==> config.mk <==
export PLATFORM = sky130hd
export DESIGN_NAME = ram_input_param
export DESIGN_NICKNAME = d
export VERILOG_FILES = /design/src/rtl/ram_input_pkg.sv /design/src/rtl/ram_input_sweep_ctrl.sv /design/src/rtl/ram_input_param.sv
export SDC_FILE = /design/constraint.sdc
export NUM_CORES = 1
export LEC_CHECK = 0
export BUFFER_PORTS_ARGS = -buffer_cell sky130_fd_sc_hd__buf_4
export CAP_MARGIN = 20
export CORE_ASPECT_RATIO = 1.75
export CORE_MARGIN = 5
export CORE_UTILIZATION = 58
export CTS_CLUSTER_DIAMETER = 120
export DETAILED_ROUTE_END_ITERATION = 16
export PLACE_DENSITY = 0.85
export SLEW_MARGIN = 20
export SYNTH_ARGS = -nofsm -noshare
export SYNTH_HDL_FRONTEND = slang
export SYNTH_HIERARCHICAL = 1
export SYNTH_SLANG_ARGS = --single-unit
==> constraint.sdc <==
create_clock -name clk -period 8.35 [get_ports clk]
set_input_delay 0.4175 -clock clk [delete_from_list [all_inputs] [get_ports clk]]
set_output_delay 0.4175 -clock clk [all_outputs]
set_load 0.05 [all_outputs]
==> src/rtl/ram_input_pkg.sv <==
// Shared constants for the convolution input buffer: default geometry and sweep FSM encoding.
package ram_input_pkg;

  localparam int DEF_DATA_W = 16;
  localparam int DEF_DEPTH  = 19;
  localparam int DEF_ADDR_W = 5;

  localparam logic ST_SWEEP = 1'b1;
  localparam logic ST_IDLE  = 1'b0;

  typedef enum logic {
    S_IDLE  = ST_IDLE,
    S_SWEEP = ST_SWEEP
  } sweep_state_e;

endpackage

==> src/rtl/ram_input_sweep_ctrl.sv <==
// Zero-sweep controller: walks every address once after reset or clear, holding busy meanwhile.
module ram_input_sweep_ctrl
  import ram_input_pkg::*;
#(
  parameter int DEPTH  = DEF_DEPTH,
  parameter int ADDR_W = DEF_ADDR_W
) (
  input  logic              clk,
  input  logic              rst_n,
  input  logic              clear,
  output logic              busy,
  output logic              sweep_we,
  output logic [ADDR_W-1:0] sweep_addr
);

  localparam logic [ADDR_W-1:0] LAST_PTR = ADDR_W'(DEPTH - 1);
  localparam logic [ADDR_W-1:0] PTR_ONE  = ADDR_W'(1);

  sweep_state_e      state;
  logic [ADDR_W-1:0] ptr;

  // Sweep FSM: clear always restarts from address 0, in either state
  always_ff @(posedge clk or negedge rst_n) begin
    if (!rst_n) begin
      state <= S_SWEEP;
      ptr   <= {ADDR_W{1'b0}};
      busy  <= 1'b1;
    end else if (clear) begin
      state <= S_SWEEP;
      ptr   <= {ADDR_W{1'b0}};
      busy  <= 1'b1;
    end else begin
      case (state)
        S_SWEEP: begin
          if (ptr == LAST_PTR) begin
            state <= S_IDLE;
            ptr   <= {ADDR_W{1'b0}};
            busy  <= 1'b0;
          end else begin
            ptr <= ptr + PTR_ONE;
          end
        end
        S_IDLE: begin
          state <= S_IDLE;
          busy  <= 1'b0;
        end
        default: begin
          state <= S_SWEEP;
          ptr   <= {ADDR_W{1'b0}};
          busy  <= 1'b1;
        end
      endcase
    end
  end

  assign sweep_we   = (state == S_SWEEP);
  assign sweep_addr = ptr;

endmodule

==> src/rtl/ram_input_param.sv <==
// Parametrised 1W/1R input buffer with self-clearing sweep and sticky out-of-range flag.
// Optional macro RAM_INPUT_BYPASS_EN: write-first on same-address collision (default read-first).
module ram_input_param
  import ram_input_pkg::*;
#(
  parameter int DATA_W = DEF_DATA_W,
  parameter int DEPTH  = DEF_DEPTH,
  parameter int ADDR_W = DEF_ADDR_W
) (
  input  logic              clk,
  input  logic              rst_n,
  input  logic              clear,
  input  logic              wr_en,
  input  logic [ADDR_W-1:0] wr_addr,
  input  logic [DATA_W-1:0] wr_data,
  input  logic              rd_en,
  input  logic [ADDR_W-1:0] rd_addr,
  output logic [DATA_W-1:0] rd_data,
  output logic              rd_valid,
  output logic              busy,
  output logic              err_oor
);

  localparam int                IDX_W   = $clog2(DEPTH);
  localparam logic [ADDR_W:0]   DEPTH_X = (ADDR_W + 1)'(DEPTH);

  if ((2 ** ADDR_W) < DEPTH) begin : g_addr_w_check
    $error("ram_input_param: ADDR_W too small for DEPTH");
  end

  logic [DATA_W-1:0] mem [DEPTH];

  logic              sweep_we;
  logic [ADDR_W-1:0] sweep_addr;
  logic              wr_acc, rd_acc, wr_in, rd_in;
  logic              mem_we;
  logic [ADDR_W-1:0] mem_waddr;
  logic [DATA_W-1:0] mem_wdata;
  logic [DATA_W-1:0] rd_word;

  ram_input_sweep_ctrl #(
    .DEPTH  (DEPTH),
    .ADDR_W (ADDR_W)
  ) u_sweep (
    .clk        (clk),
    .rst_n      (rst_n),
    .clear      (clear),
    .busy       (busy),
    .sweep_we   (sweep_we),
    .sweep_addr (sweep_addr)
  );

  // Requests are only honoured when idle and not being cleared this cycle
  assign wr_acc = wr_en && !busy && !clear;
  assign rd_acc = rd_en && !busy && !clear;
  assign wr_in  = ({1'b0, wr_addr} < DEPTH_X);
  assign rd_in  = ({1'b0, rd_addr} < DEPTH_X);

  // Write-port mux: sweep owns the port while busy
  always_comb begin
    mem_we    = 1'b0;
    mem_waddr = {ADDR_W{1'b0}};
    mem_wdata = {DATA_W{1'b0}};
    if (sweep_we) begin
      mem_we    = 1'b1;
      mem_waddr = sweep_addr;
    end else if (wr_acc && wr_in) begin
      mem_we    = 1'b1;
      mem_waddr = wr_addr;
      mem_wdata = wr_data;
    end else begin
      mem_we    = 1'b0;
    end
  end

  // Array storage, no reset: contents are zeroed by the sweep
  always_ff @(posedge clk) begin
    if (mem_we) begin
      mem[mem_waddr[IDX_W-1:0]] <= mem_wdata;
    end
  end

  // Read word selection, including optional same-address bypass
  always_comb begin
    rd_word = {DATA_W{1'b0}};
    if (rd_in) begin
`ifdef RAM_INPUT_BYPASS_EN
      if (wr_acc && wr_in && (wr_addr == rd_addr)) begin
        rd_word = wr_data;
      end else begin
        rd_word = mem[rd_addr[IDX_W-1:0]];
      end
`else
      rd_word = mem[rd_addr[IDX_W-1:0]];
`endif
    end else begin
      rd_word = {DATA_W{1'b0}};
    end
  end

  // Read register and sticky range-error flag
  always_ff @(posedge clk or negedge rst_n) begin
    if (!rst_n) begin
      rd_data  <= {DATA_W{1'b0}};
      rd_valid <= 1'b0;
      err_oor  <= 1'b0;
    end else begin
      rd_valid <= rd_acc;
      if (rd_acc) begin
        rd_data <= rd_word;
      end
      if (clear) begin
        err_oor <= 1'b0;
      end else if ((wr_acc && !wr_in) || (rd_acc && !rd_in)) begin
        err_oor <= 1'b1;
      end
    end
  end

endmodule
==> metrics <==
status=finished, final reports clean; Site Rows=72; nets=781; antenna violations before repair=0; Synth Area per Inst=19.1 um2; cell taking the most area after synthesis=edfxtp_1; clock tree sinks=329; Placeable Area=22200 um2; Initial Utilization=0.588; XOR/XNOR Fraction of Synth Area=0.000672; CTS clk-pin slew, worst paths=80 ps; final setup margin=5250 ps; post-DR wirelength/cell=28.2 um; sequential fraction of the synthesis area=0.749; postcts setup bufs=0; dpl ws=5020 ps; clock latency at the later pin of the worst-skew pair=540 ps; Pleak=5.45 nW; Syn Std Cell Area=13000 um2; DRC errors left=0; post-synth cell types=49; largest net degree at the start of global routing=67; first-pass GRT wire length=45700 um; Final Util=0.663; Synth-to-Final Area Change=12.8%; Synth Area in Compound Gates=0.0317; Synth top area share=0.701; pins over their slew limit=0; Hold Vio Cnt, Final=0; DRT Pass-1 Iters=5; Adder-Cell Fraction of Synth Area=0.00192; vias in the first global route=7506; maximum clock rate=323 MHz; CTS root buf=clkbuf_16; Crit. End Element=register; syn nets=715; via/cell ratio=6.61; flops & latches, synth=329; maximum VDD drop=0.133 mV; Antenna Nets Post-Route=0; Die ar.=25700 um2; most common cell in the synthesized netlist=edfxtp_1; Detailed Place HPWL=17500 um; GRT overflow=0; Tightest Pin Transition=1070 ps; number of synthesized flops with an enable pin=304; Synth async-reset ratio=0.0760; hold crit path type=input port to register; critical path data arrival time=3340 ps; ys flop type=edfxtp_1; CP max FO=9; max-cap violations=0; ant diodes=0; Chip Width=123 um; gr usage total=0.244; final setup fails=0; post-route setup TNS=0 ps; Yosys Warn Count=6; Post-Layout Cell Count=1064; Die Y=208 um; Placed Instances=1015; mux share of post-synthesis cell area=0.150; largest family of logic cells by synthesized area=multiplexers; Synth area leaders=edfxtp_1 70%, mux4_2 11%, dfrtp_1 4.4%; final WL=30000 um; Critical Path Start Type=register; Worst Setup Path Type=register to register; I/O pin total=50; relative slew slack=0.287; commonest cells in the netlist=304 x edfxtp_1, 64 x mux4_2, 43 x nor2_1; GPL Wtd Cong=0.891; pwr/cell area=224 nW/um2; Final Hold Slack=107 ps; RSZ-0062 raised after global routing=no; WP data required=8590 ps; H-tree levels=1; fin crit period=3100 ps; initial drt markers=799; Cell Area, Placed=13800 um2; number of CTS-inserted buffers=26; Synth Area in Simple Gates=0.0538; cells after synthesis=682; fraction of layout cells with a size suffix above 1=0.264; post-route cell area=14700 um2; CTS Buffer Depth=3; via count=7028; CTS tree=built; total power=3.29 mW; Final Skew=12.0 ps; PostCTS Resize Cnt=0; final worst-path cycle share=0.371; Buffers on Ports=49
flip-flops by register name (all words and copies together), names as in the netlist:
signal,count
mem,304
u_sweep/sweep_addr,5
rd_data,16
rd_valid,1
u_sweep/sweep_we,1
err_oor,1
u_sweep/busy,1
routing by layer:
layer	vias up	share of wire	track usage
met5	-	0	0
li1	2862	-	-
met2	430	0.54	0.421
met4	0	0.045	0.106
met3	97	0.070	0.0285
met1	3639	0.34	0.311
final cells by class:
class | instances | area [um2]
Inverter | 6 | 22.5
Sequential cell | 329 | 9760
Clock buffer | 34 | 702
Tap cell | 296 | 370
Fill cell | 1448 | 7470
Clock inverter | 14 | 183
Timing Repair Buffer | 72 | 547
Multi-Input combinational cell | 313 | 3110
worst max-delay path, stage by stage (launching register included):
cell and delay [ps]:
dfstp_2 400, or3b_1 490, a2111oi_0 530, o221ai_1 380
nor2_1 660, buf_4 320
cell usage in the layout, fill, tap and decap left out, drive strengths merged, types with 2 or more instances in the layout:
master,n
mux2i,32
mux2,17
clkinvlp,4
nand4,2
o22ai,2
a211o,4
mux4,64
bufinv,4
dfstp,2
o21ai,18
or3b,3
a21oi,4
nor4b,2
nor3,3
o221ai,2
ha,2
clkinv,6
o2111ai,16
nand2,42
nand3,2
a22oi,2
a2111oi,2
edfxtp,304
buf,71
nor2,43
dfrtp,23
inv,6
and2,34
clkbuf,34
final timing paths:
| kind | cells after the start | endpoint | slack, ps | start |
|---|---|---|---|---|
| max in group asynchronous | 2 | u_sweep/busy$_DFFE_PN1P_ | 7670 | rst_n |
| worst max register to register | 5 | mem[9][4]$_DFFE_PP_ | 5250 | u_sweep/busy$_DFFE_PN1P_ |
| worst max-delay path | 5 | mem[9][4]$_DFFE_PP_ | 5250 | u_sweep/busy$_DFFE_PN1P_ |
| worst min-delay path | 2 | u_sweep/sweep_addr[2]$_DFFE_PN0P_ | 110 | clear |
| min in group asynchronous | 2 | err_oor$_DFFE_PN0P_ | 350 | rst_n |
| worst min register to register | 2 | rd_data[2]$_DFFE_PN0P_ | 530 | rd_data[2]$_DFFE_PN0P_ |
where the power goes:
group	internal [mW]	switching [mW]	total, mW
Clock	0.721	0.557	1.28
Sequential	1.81	0.0149	1.83
Combinational	0.0717	0.112	0.184
Total	2.60	0.684	3.29
repair_timing:
action                     CTS  global route
setup endpoints to repair    0             0
hold buffers                 1             0
hold endpoints to repair    23             0
cell families after synthesis:
logic type | count (synthesis)
flops | 329
simple gates | 140
xor+xnor | 1
compound gates | 57
mux | 113
fa+ha+maj | 2
buf+inv | 40
(Power assumes the default switching activity.)
